File: src/rtl/de_stage_pkg.sv
// Shared types for the decode-to-execute stage: control bundle layout and payload shape.
package de_stage_pkg;

    localparam int CTRL_W_DEFAULT = 16;
    localparam int DATA_W_DEFAULT = 32;
    localparam int REG_W_DEFAULT  = 5;

    typedef struct packed {
        logic [1:0] pad;
        logic [2:0] branch_mode;
        logic       alu_src;
        logic [3:0] alu_control;
        logic       branch;
        logic       jump;
        logic       mem_write;
        logic [1:0] result_src;
        logic       reg_write;
    } ctrl_t;

    localparam ctrl_t CTRL_NOP = '0;

    typedef struct packed {
        ctrl_t                     ctrl;
        logic [DATA_W_DEFAULT-1:0] rd1;
        logic [DATA_W_DEFAULT-1:0] rd2;
        logic [DATA_W_DEFAULT-1:0] pc;
        logic [DATA_W_DEFAULT-1:0] pc4;
        logic [DATA_W_DEFAULT-1:0] imm;
        logic [REG_W_DEFAULT-1:0]  rs1;
        logic [REG_W_DEFAULT-1:0]  rs2;
        logic [REG_W_DEFAULT-1:0]  rd;
    } payload_t;

    // Flat payload width; field order matches payload_t.
    function automatic int payload_width(input int dw, input int aw, input int cw);
        return cw + 5 * dw + 3 * aw;
    endfunction

endpackage

File: src/rtl/de_stage_entry.sv
// One payload register of the stage: load enable with a synchronous clear.
module de_stage_entry #(
    parameter int WIDTH = 32
) (
    input  logic             clk,
    input  logic             clr,
    input  logic             load,
    input  logic [WIDTH-1:0] d,
    output logic [WIDTH-1:0] q
);

    logic [WIDTH-1:0] payload_d;
    logic [WIDTH-1:0] payload_q;

    always_comb begin
        payload_d = payload_q;
        if (clr) begin
            payload_d = '0;
        end else if (load) begin
            payload_d = d;
        end
    end

    always_ff @(posedge clk) begin
        payload_q <= payload_d;
    end

    assign q = payload_q;

endmodule

File: src/rtl/de_stage_skid.sv
// Decode-to-execute stage with a 2-entry skid buffer, registered ready and flush.
module de_stage_skid
    import de_stage_pkg::*;
#(
    parameter int DATA_WIDTH     = 32,
    parameter int REG_ADDR_WIDTH = 5,
    parameter int CTRL_WIDTH     = 16
) (
    input  logic                      clk,
    input  logic                      rst_n,
    input  logic                      flush,
    input  logic                      d_valid,
    output logic                      d_ready,
    input  logic [CTRL_WIDTH-1:0]     d_ctrl,
    input  logic [DATA_WIDTH-1:0]     d_rd1,
    input  logic [DATA_WIDTH-1:0]     d_rd2,
    input  logic [DATA_WIDTH-1:0]     d_pc,
    input  logic [DATA_WIDTH-1:0]     d_pc4,
    input  logic [DATA_WIDTH-1:0]     d_imm,
    input  logic [REG_ADDR_WIDTH-1:0] d_rs1,
    input  logic [REG_ADDR_WIDTH-1:0] d_rs2,
    input  logic [REG_ADDR_WIDTH-1:0] d_rd,
    output logic                      e_valid,
    input  logic                      e_ready,
    output logic [CTRL_WIDTH-1:0]     e_ctrl,
    output logic [DATA_WIDTH-1:0]     e_rd1,
    output logic [DATA_WIDTH-1:0]     e_rd2,
    output logic [DATA_WIDTH-1:0]     e_pc,
    output logic [DATA_WIDTH-1:0]     e_pc4,
    output logic [DATA_WIDTH-1:0]     e_imm,
    output logic [REG_ADDR_WIDTH-1:0] e_rs1,
    output logic [REG_ADDR_WIDTH-1:0] e_rs2,
    output logic [REG_ADDR_WIDTH-1:0] e_rd,
    output logic [1:0]                occupancy
);

    localparam int PW = payload_width(DATA_WIDTH, REG_ADDR_WIDTH, CTRL_WIDTH);

    logic          main_valid_q, main_valid_d;
    logic          skid_valid_q, skid_valid_d;
    logic          main_load, skid_load, main_from_skid;
    logic          accept, drain, clr;
    logic [PW-1:0] in_pl, main_pl_d, main_pl_q, skid_pl_q;
    logic [CTRL_WIDTH-1:0] main_ctrl;

    assign in_pl   = {d_ctrl, d_rd1, d_rd2, d_pc, d_pc4, d_imm, d_rs1, d_rs2, d_rd};
    assign d_ready = !skid_valid_q;
    assign accept  = d_valid && d_ready;
    assign drain   = main_valid_q && e_ready;
    assign clr     = !rst_n;

    always_comb begin
        main_valid_d   = main_valid_q;
        skid_valid_d   = skid_valid_q;
        main_load      = 1'b0;
        skid_load      = 1'b0;
        main_from_skid = 1'b0;
        if (flush) begin
            main_valid_d = 1'b0;
            skid_valid_d = 1'b0;
        end else if (!main_valid_q || drain) begin
            // Skid is always older than the input, so it moves up first.
            if (skid_valid_q) begin
                main_load      = 1'b1;
                main_from_skid = 1'b1;
                main_valid_d   = 1'b1;
                skid_load      = accept;
                skid_valid_d   = accept;
            end else begin
                main_load    = accept;
                main_valid_d = accept;
                skid_valid_d = 1'b0;
            end
        end else if (accept) begin
            skid_load    = 1'b1;
            skid_valid_d = 1'b1;
        end
        main_pl_d = main_from_skid ? skid_pl_q : in_pl;
    end

    always_ff @(posedge clk) begin
        if (!rst_n) begin
            main_valid_q <= 1'b0;
            skid_valid_q <= 1'b0;
        end else begin
            main_valid_q <= main_valid_d;
            skid_valid_q <= skid_valid_d;
        end
    end

    de_stage_entry #(.WIDTH(PW)) u_main (
        .clk  (clk),
        .clr  (clr),
        .load (main_load),
        .d    (main_pl_d),
        .q    (main_pl_q)
    );

    de_stage_entry #(.WIDTH(PW)) u_skid (
        .clk  (clk),
        .clr  (clr),
        .load (skid_load),
        .d    (in_pl),
        .q    (skid_pl_q)
    );

    assign {main_ctrl, e_rd1, e_rd2, e_pc, e_pc4, e_imm, e_rs1, e_rs2, e_rd} = main_pl_q;
    assign e_valid   = main_valid_q;
    assign e_ctrl    = main_valid_q ? main_ctrl : '0;
    assign occupancy = 2'(main_valid_q) + 2'(skid_valid_q);

endmodule
File: config.mk
export PLATFORM = sky130hd
export DESIGN_NAME = de_stage_skid
export DESIGN_NICKNAME = d
export VERILOG_FILES = /design/src/rtl/de_stage_pkg.sv /design/src/rtl/de_stage_entry.sv /design/src/rtl/de_stage_skid.sv
export SDC_FILE = /design/constraint.sdc
export NUM_CORES = 1
export LEC_CHECK = 0
export ABC_AREA = 1
export BUFFER_PORTS_ARGS = -buffer_cell sky130_fd_sc_hd__clkbuf_2
export CORE_UTILIZATION = 50
export DETAILED_ROUTE_END_ITERATION = 8
export PLACE_DENSITY = 0.77
export SLEW_MARGIN = 25
export SYNTH_ARGS = -nofsm -noshare
export SYNTH_HDL_FRONTEND = slang
export SYNTH_SLANG_ARGS = --single-unit
export TNS_END_PERCENT = 20
File: constraint.sdc
create_clock -name clk -period 1.3 [get_ports clk]
set_input_delay 0.065 -clock clk [delete_from_list [all_inputs] [get_ports clk]]
set_output_delay 0.065 -clock clk [all_outputs]
set_load 0.02 [all_outputs]
Yosys cells after proc, flatten, opt, wreduce, memory -nomap -nowiden
Index checks and enable logic that the tools add are counted.
{"block": "op_classes", "add_sub_neg": 1, "muxes": 14, "bitwise_logic": 1, "n_reduce_logical": 7}
{"op": "191-bit 2-to-1 mux", "n": 1}
{"op": "16-bit 2-to-1 mux", "n": 1}
{"op": "1-bit 2-to-1 mux", "n": 12}
{"op": "1-bit by 1-bit adder with 2-bit output", "n": 1}
{"op": "1-bit logical AND", "n": 2}
{"op": "1-bit logical NOT", "n": 2}
{"op": "2-bit nonzero test", "n": 1}
{"op": "2-bit OR reduction", "n": 1}
{"op": "1-bit logical OR", "n": 1}
{"op": "1-bit inverter", "n": 1}
{"block": "totals", "reg_bits": 384, "in_bits": 196, "out_inout_bits": 195, "elab_cells": 27}

Longest topological paths before layout
Gate-level depths: netlist of the first run.
{"block": "depth", "word_depth": 5, "depth_mapped": 9, "mapped_depth_nobuf": 7}

Modules after synthesis
From an unflattened synthesis of the first run, not the netlist that was laid out.
{"block": "hier_totals", "cells_unflattened": 3109, "area_unflattened_um2": 19023.2}
{"mod": "de_stage_entry", "instances": 2, "cells_per_inst": 1211, "area_each_um2": 8001.4, "seq_area_each_um2": 3823.7}
{"mod": "de_stage_skid", "instances": 1, "cells_per_inst": 687, "area_each_um2": 3020.4, "seq_area_each_um2": 40.0}

Least setup slack after synthesis of the first run
OpenSTA, ideal clock, no wires.
{"block": "synth_timing", "path_kind": "register to register", "from": "register main_valid_q (netlist: e_valid)", "to": "register u_main.payload_q[165] (netlist: u_main.q[165])", "setup_ns": 0.112, "arrival_ns": 1.373, "required_ns": 1.188, "path_slack_ns": -0.185, "stages_incl_launch_ff": 9, "path_buffers": 3, "period_less_slack_ns": 1.485, "path_cell_list": "dfxtp_1 buf_4 nand2_1 nand2_2 buf_6 clkbuf_1 nor2_1 nor2_1 nor2_1"}
{"block": "synth_via", "elab_chain_cells": 5, "word_cells_on_any_way": 8, "cone_classes": "mux: 5; reduce/logical: 3"}
{"item": "from (decl)", "line_no": "de_stage_skid.sv:39", "source": "logic main_valid_q, main_valid_d;"}
{"item": "from (signal assigned)", "line_no": "de_stage_skid.sv:86", "source": "main_valid_q <= main_valid_d;"}
{"item": "1-bit logical NOT / 1-bit logical AND (equally long branches)", "line_no": "de_stage_skid.sv:61, de_stage_skid.sv:49"}
{"item": "1-bit logical OR (*)", "line_no": "de_stage_skid.sv:61", "source": "end else if (!main_valid_q || drain) begin"}
{"item": "1-bit 2-to-1 mux", "line_no": "de_stage_skid.sv:61"}
{"item": "1-bit 2-to-1 mux", "line_no": "de_stage_skid.sv:58", "source": "if (flush) begin"}
{"item": "191-bit 2-to-1 mux", "line_no": "de_stage_skid.sv:78", "source": "main_pl_d = main_from_skid ? skid_pl_q : in_pl;"}
{"item": "to (signal assigned)", "line_no": "de_stage_entry.sv:25", "source": "payload_q <= payload_d;"}
{"item": "to (decl)", "line_no": "de_stage_entry.sv:13", "source": "logic [WIDTH-1:0] payload_q;"}
Mark *: on every way between the ends. The rest lies on a longest branch, timed or not.
A chain may end at the register's enable or synchronous reset.

Worst setup path in the final report of the first run
{"block": "layout_timing", "from": "register skid_valid_q", "to": "register u_main.payload_q[140] (netlist: u_main.q[140])"}
{"block": "layout_via", "elab_chain_cells": 5, "word_cells_on_any_way": 9, "cone_classes": "mux: 7; reduce/logical: 2"}
{"item": "from (decl)", "line_no": "de_stage_skid.sv:40", "source": "logic skid_valid_q, skid_valid_d;"}
{"item": "from (signal assigned)", "line_no": "de_stage_skid.sv:87", "source": "skid_valid_q <= skid_valid_d;"}
{"item": "1-bit logical NOT", "line_no": "de_stage_skid.sv:47", "source": "assign d_ready = !skid_valid_q;"}
{"item": "1-bit logical AND", "line_no": "de_stage_skid.sv:48", "source": "assign accept = d_valid && d_ready;"}
{"item": "1-bit 2-to-1 mux", "line_no": "de_stage_skid.sv:63", "source": "if (skid_valid_q) begin"}
{"item": "1-bit 2-to-1 mux", "line_no": "de_stage_skid.sv:61"}
{"item": "1-bit 2-to-1 mux", "line_no": "de_stage_skid.sv:58"}
Parallel ways exist; a longest one is shown, timed or not.

==> flow_summary.ini, run 1 <==
[outcome]
status = complete, but fails checks
violations = negative setup slack

[floorplan]
start_util = 0.5067
dieHeight_um = 196.9
core-area_um2 = 37490
rows = 71
ios = 391
die_w_um = 196.9
die-area_um2 = 38780

[place]
portBuffers = 390
place_ws_ns = -0.1578
gp_congestion = 0.8279
dp_hpwl_um = 31910
placedCellCount = 3752
place_area_um2 = 20930

[synthesis]
netlist_top_cells_area = dfxtp_1, nor2_1, nand2_1
ys_seq_area_frac = 0.4047
synth_edf_count = 0
synth_area_leader_cell = dfxtp_1
syn_nets = 3272
async_flop_share = 0
synth_seq_cells = 384
yosys.cell_types.count = 18
syn_inst = 3075
yosys-top-cells-count = nor2_1, nand2_1, inv_1
synth_area_per_cell_um2 = 6.178
synth.cell_area_um2 = 19000
yosysWarnings = 0
ys.flop_type = dfxtp_1
synth.most_common_cell = nor2_1
synth_top_area_share = 0.4047

[grt]
grt_pass1_wl_um = 88780
antenna_found_initial = 4
grt-ovfl-total = 0
grt_pass1_vias = 17996
grt_max_degree = 88
track_usage = 0.2845

[timing]
finalHoldWorstSlack_ns = 0.2416
post-route-period-util = 1.214
worstMarginPinSlew_ns = 0.4168
layout_setup_ws_ns = -0.2787
rsz0062_at_grt = true
slew_violations = 0
max_freq_mhz = 633.4
period_minus_slack_ns = 1.579
finalHoldViolCount = 0
finClkSkew_ns = 0.01940
slew-limit-headroom = 0.7221
setup_viol = 402

[worst_setup_path]
cp.arrival_ns = 2.03
start_kind = flop
cp_cell_sequence = inv_2 > nand2_2 > nand2_2 > nor2_4 > buf_6 > buf_12 > buf_6 > buf_16 > nand2_1 > nor2_1 > nor2_1
crit_path_top_delay_cell = dfxtp_2
crit_type = reg -> reg
required_ns = 1.75
slowest_delay_ns = 0.35
cp-end-kind = flop
crit_fanout = 8

[detailed_routing]
drt-initial-drc-count = 1358
viasPerCell = 4.800
wl_per_cell_um = 14.99
totalWireLength_um = 61090
vias = 19563
drc = 0
ant_nets = 0
dr.pass1.iters = 5

[clock_tree]
cts_root_buffer = clkbuf_16
clockBufferDepth = 3
htreeDepth = 2
numCtsBuffers = 42
clock-sinks = 384
insertion_delay_ns = 0.56
cts_tree = yes
clk_pin_slew_ns = 0.06

[power_and_ir_drop]
peakVddDrop_v = 0.001047
power.total_w = 0.02930
power_density_nw_per_um2 = 1112
leakage_nw = 12.75

[min_path]
hold_class = in -> reg

[cells_and_area]
fillers = 2743
area_growth_pct = 38.69
final_cells = 4076
final_cell_area_um2 = 26350
finish.net_count = 3729
drive_above_1_share = 0.2280

[job]
maxCapViolCount = 0
## logic make-up after synthesis
kind of cell	share of synthesized area
AND/OR/NAND/NOR	0.3464
buffers and inverters	0.1977
flip-flops	0.4047
AO/OA/AOI/OAI	0.05058
adder cells (fa/ha/maj)	0.0006585
## what timing repair did
action                                 in CTS  in global routing
setup buffers                              17                 11
hold buffers                              195                  0
resized for setup                         190                193
cloned                                     19                 13
endpoints found under the hold margin     384                  0
setup endpoints to repair                 402                402
pin swaps                                   2                 38
## registers in the layout (all words and copies together), names as in the netlist
signal,cells
skid_valid_q,1
u_skid.q,191
u_main.q,191
e_valid,1
## metal layers
| metal | vias up | global-route usage | wire length (um) |
|---|---|---|---|
| li1 | 9709 | - | - |
| met1 | 8653 | 0.3401 | 23880 |
| met2 | 977 | 0.4879 | 29380 |
| met3 | 224 | 0.05305 | 4834 |
| met4 | 0 | 0.1424 | 2986 |
| met5 | - | 0 | 0 |
## power by group
group,total [W],internal (W),switching (W)
logic,0.00480,0.00211,0.00269
registers,0.0126,0.0123,0.000328
clock network,0.0119,0.00691,0.00497
## per-stage QoR
step / setup TNS (ns) / util
final: -62.37 / 0.7028
after global routing: -93.60 / 0.7028
after CTS: -67.02 / 0.6796
after detailed placement: -27.95 / 0.5582
after global placement: -18.33 / 0.5582
after floorplan: -1.086 / -
## cell usage in the layout, fill, tap and decap left out, types with 2 or more instances in the layout
cell	synthesis	final
bufinv_16	0	3
nor2_1	958	917
inv_6	0	2
nand2_4	0	14
buf_6	11	23
clkinv_4	0	2
nand2_2	1	23
dlygate4sd3_1	0	195
bufbuf_16	0	5
nand2_8	0	2
clkbuf_8	0	7
o21ai_1	118	108
diode_2	0	4
inv_2	3	15
clkbuf_1	49	10
buf_12	0	57
clkinv_2	0	8
inv_1	401	384
inv_4	0	4
nand2_1	784	746
buf_8	0	23
dfxtp_1	384	382
nand3_1	3	2
nand3_4	0	2
buf_16	0	14
o21ai_2	0	76
nor2_2	0	36
clkbuf_16	0	56
o21ai_0	73	4
o21ai_4	0	3
buf_4	200	56
nor2_4	1	6
clkbuf_2	0	370
## critical path, delay by kind of cell (launching register included)
kind	cells	cell delay, ns
buffers and inverters	5	0.54
DFF	1	0.35
and+or+nand+nor	6	0.59
## final timing paths
kind                                                 start                         end  slack, ns  depth (start not counted)
worst max-delay path             skid_valid_q$_SDFFE_PP0P_  u_main.q[140]$_SDFFE_PN0P_      -0.28                         11
worst min-delay path                                 flush  u_main.q[179]$_SDFFE_PN0P_       0.24                          9
worst max register to register   skid_valid_q$_SDFFE_PP0P_  u_main.q[140]$_SDFFE_PN0P_      -0.28                         11
worst min register to register  u_skid.q[101]$_SDFFE_PN0P_  u_skid.q[101]$_SDFFE_PN0P_       0.48                          2
## area by class of cell
class | count | area, um^2 | area share
antenna | 4 | 10.01 | 0.0003799
timing repair buffer | 759 | 6884 | 0.2613
inverter | 404 | 1553 | 0.05894
clock inverter | 16 | 172.7 | 0.006554
sequential | 384 | 7692 | 0.2920
tap | 511 | 639.4 | 0.02427
clock buffer | 57 | 1169 | 0.04436
multi-input combinational | 1941 | 8227 | 0.3122
Power figures use the tool's default switching activity.
==> inputs of run 2 (changes only) <==
MAX_ROUTING_LAYER = met4   (was default)
SKIP_LAST_GASP = 1   (was default)
==> run 2 against run 1 <==
Effect of this change:
- the run still ends with negative setup slack left
- maximum frequency up 0.13%
- cell count down 0.12%
- global-route usage up 0.67 points
- combinational power down 3%
- clock skew down 0.0028 ns
- setup slack better by 0.0021 ns
- cell area down 1.8%
- sequential share of layout area up 0.54 points
- first-iteration DRC count down 14%
==> flow_summary.ini, run 2 (same netlist as run 1, synthesis figures left out) <==
[clock_tree]
cts_tree = yes
clk_pin_slew_ns = 0.06
htreeDepth = 2
cts_root_buffer = clkbuf_16
numCtsBuffers = 42
clockBufferDepth = 3
clock-sinks = 384
insertion_delay_ns = 0.56

[min_path]
hold_class = in -> reg

[worst_setup_path]
regToRegSetupSlack_ns = -0.28
cp.arrival_ns = 2.03
cp-end-kind = flop
r2r_start = skid_valid_q$_SDFFE_PP0P_
crit_type = reg -> reg
worstSetupStartpoint = skid_valid_q$_SDFFE_PP0P_
start_kind = flop
required_ns = 1.76
cp-endpoint = u_main.q[148]$_SDFFE_PN0P_
crit_fanout = 8
rr_worst_depth = 10
r2r-end = u_main.q[148]$_SDFFE_PN0P_

[cells_and_area]
finish.net_count = 3723
fin_util = 0.6901
drive_above_1_share = 0.2073
area_growth_pct = 36.19
final_cell_area_um2 = 25870
fillers = 2872
final_common_cell = nor2_1
layout_common_cells = nor2_1, nand2_1, inv_1
seqCellArea_um2 = 7692
multiInputGateArea_um2 = 8019

[detailed_routing]
drc = 0
wl_per_cell_um = 14.25
drt-initial-drc-count = 1169
ant_nets = 0
viasPerCell = 4.698
totalWireLength_um = 58020
vias = 19127
dr.pass1.iters = 8

[floorplan]
die-area_um2 = 38780
die_w_um = 196.9
dieHeight_um = 196.9
rows = 71
ios = 391
core-area_um2 = 37490
start_util = 0.5067

[timing]
finalHoldWorstSlack_ns = 0.1950
finalHoldViolCount = 0
slew-limit-headroom = 0.7296
post-route-period-util = 1.213
layout_setup_ws_ns = -0.2765
max_freq_mhz = 634.3
rsz0062_at_grt = true
finClkSkew_ns = 0.01655
worstMarginPinSlew_ns = 0.4057
slew_violations = 0
period_minus_slack_ns = 1.577
setup_tns_ns = -73.86
setup_viol = 402

[job]
maxCapViolCount = 0

[outcome]
violations = negative setup slack
status = complete, but fails checks

[power_and_ir_drop]
peakVddDrop_v = 0.0009775
leakage_nw = 12.57
power.total_w = 0.02912
power_density_nw_per_um2 = 1126

[place]
gp_congestion = 0.8405
dp_hpwl_um = 31910
place_area_um2 = 20930
portBuffers = 390

[grt]
track_usage = 0.2911
grt_max_degree = 88
antenna_found_initial = 5
grt_pass1_vias = 17884
grt-ovfl-total = 0
grt_pass1_wl_um = 88340
## run 2: how the worst min path moves through the flow
| stage | startpoint | end | slack [ns] | cells past startpoint |
|---|---|---|---|---|
| final | flush | u_skid.q[117]$_SDFFE_PN0P_ | 0.20 | 7 |
| after global placement | d_rs1[0] | u_skid.q[10]$_SDFFE_PN0P_ | 0.31 | 3 |
| after detailed placement | d_rd2[10] | u_skid.q[121]$_SDFFE_PN0P_ | 0.32 | 3 |
| after global routing | flush | u_skid.q[179]$_SDFFE_PN0P_ | 0.23 | 7 |
| after floorplan | d_pc[31] | u_skid.q[110]$_SDFFE_PN0P_ | 0.21 | 2 |
| after CTS | flush | u_skid.q[179]$_SDFFE_PN0P_ | 0.15 | 7 |
## run 2: cell type report
cell class	count	share of cell area
Antenna cell	5	0.0004836
Sequential cell	384	0.2973
Clock inverter	16	0.006674
Inverter	404	0.05919
Tap cell	511	0.02471
Multi-Input combinational cell	1941	0.3099
Clock buffer	57	0.04517
Timing Repair Buffer	753	0.2565
## run 2: routing by layer
layer  global-route usage  vias to the layer above  share of wire
li1                     -                     9698              -
met1               0.3389                     8465           0.40
met2               0.4849                      784           0.48
met3              0.05116                      180          0.076
met4               0.1415                        0          0.043
met5                    -                        -              0
## run 2: stage by stage
stage | setup WS [ns] | cells
6_report | -0.2765 | 4071
5_1_grt | -0.3378 | 4071
4_1_cts | -0.2727 | 4056
3_5_place_dp | -0.1578 | 3752
3_3_place_gp | -0.1096 | 3752
2_1_floorplan | -0.02491 | 3075
## run 2: what timing repair did
action | in CTS | in global routing
cloned | 19 | 7
gates resized for setup | 88 | 167
pin swaps | 2 | 37
endpoints found under the setup margin | 402 | 402
hold buffers | 195 | 0
endpoints found under the hold margin | 384 | 0
setup buffers | 17 | 10
## run 2: critical path, cell delays in order, from the launching register on
cell and delay (ns):
dfxtp_2 0.35, inv_2 0.06, nand2_2 0.07, nand2_2 0.07, nor2_4 0.18, buf_6 0.14, buf_12 0.12, bufbuf_16 0.26
nand2_1 0.05, nor2_1 0.11, nor2_1 0.06
## run 2: report_power, final
| part | internal [W] | switching [W] | total, W |
|---|---|---|---|
| logic | 0.00206 | 0.00259 | 0.00465 |
| clock network | 0.00691 | 0.00497 | 0.0119 |
| registers | 0.0123 | 0.000312 | 0.0126 |
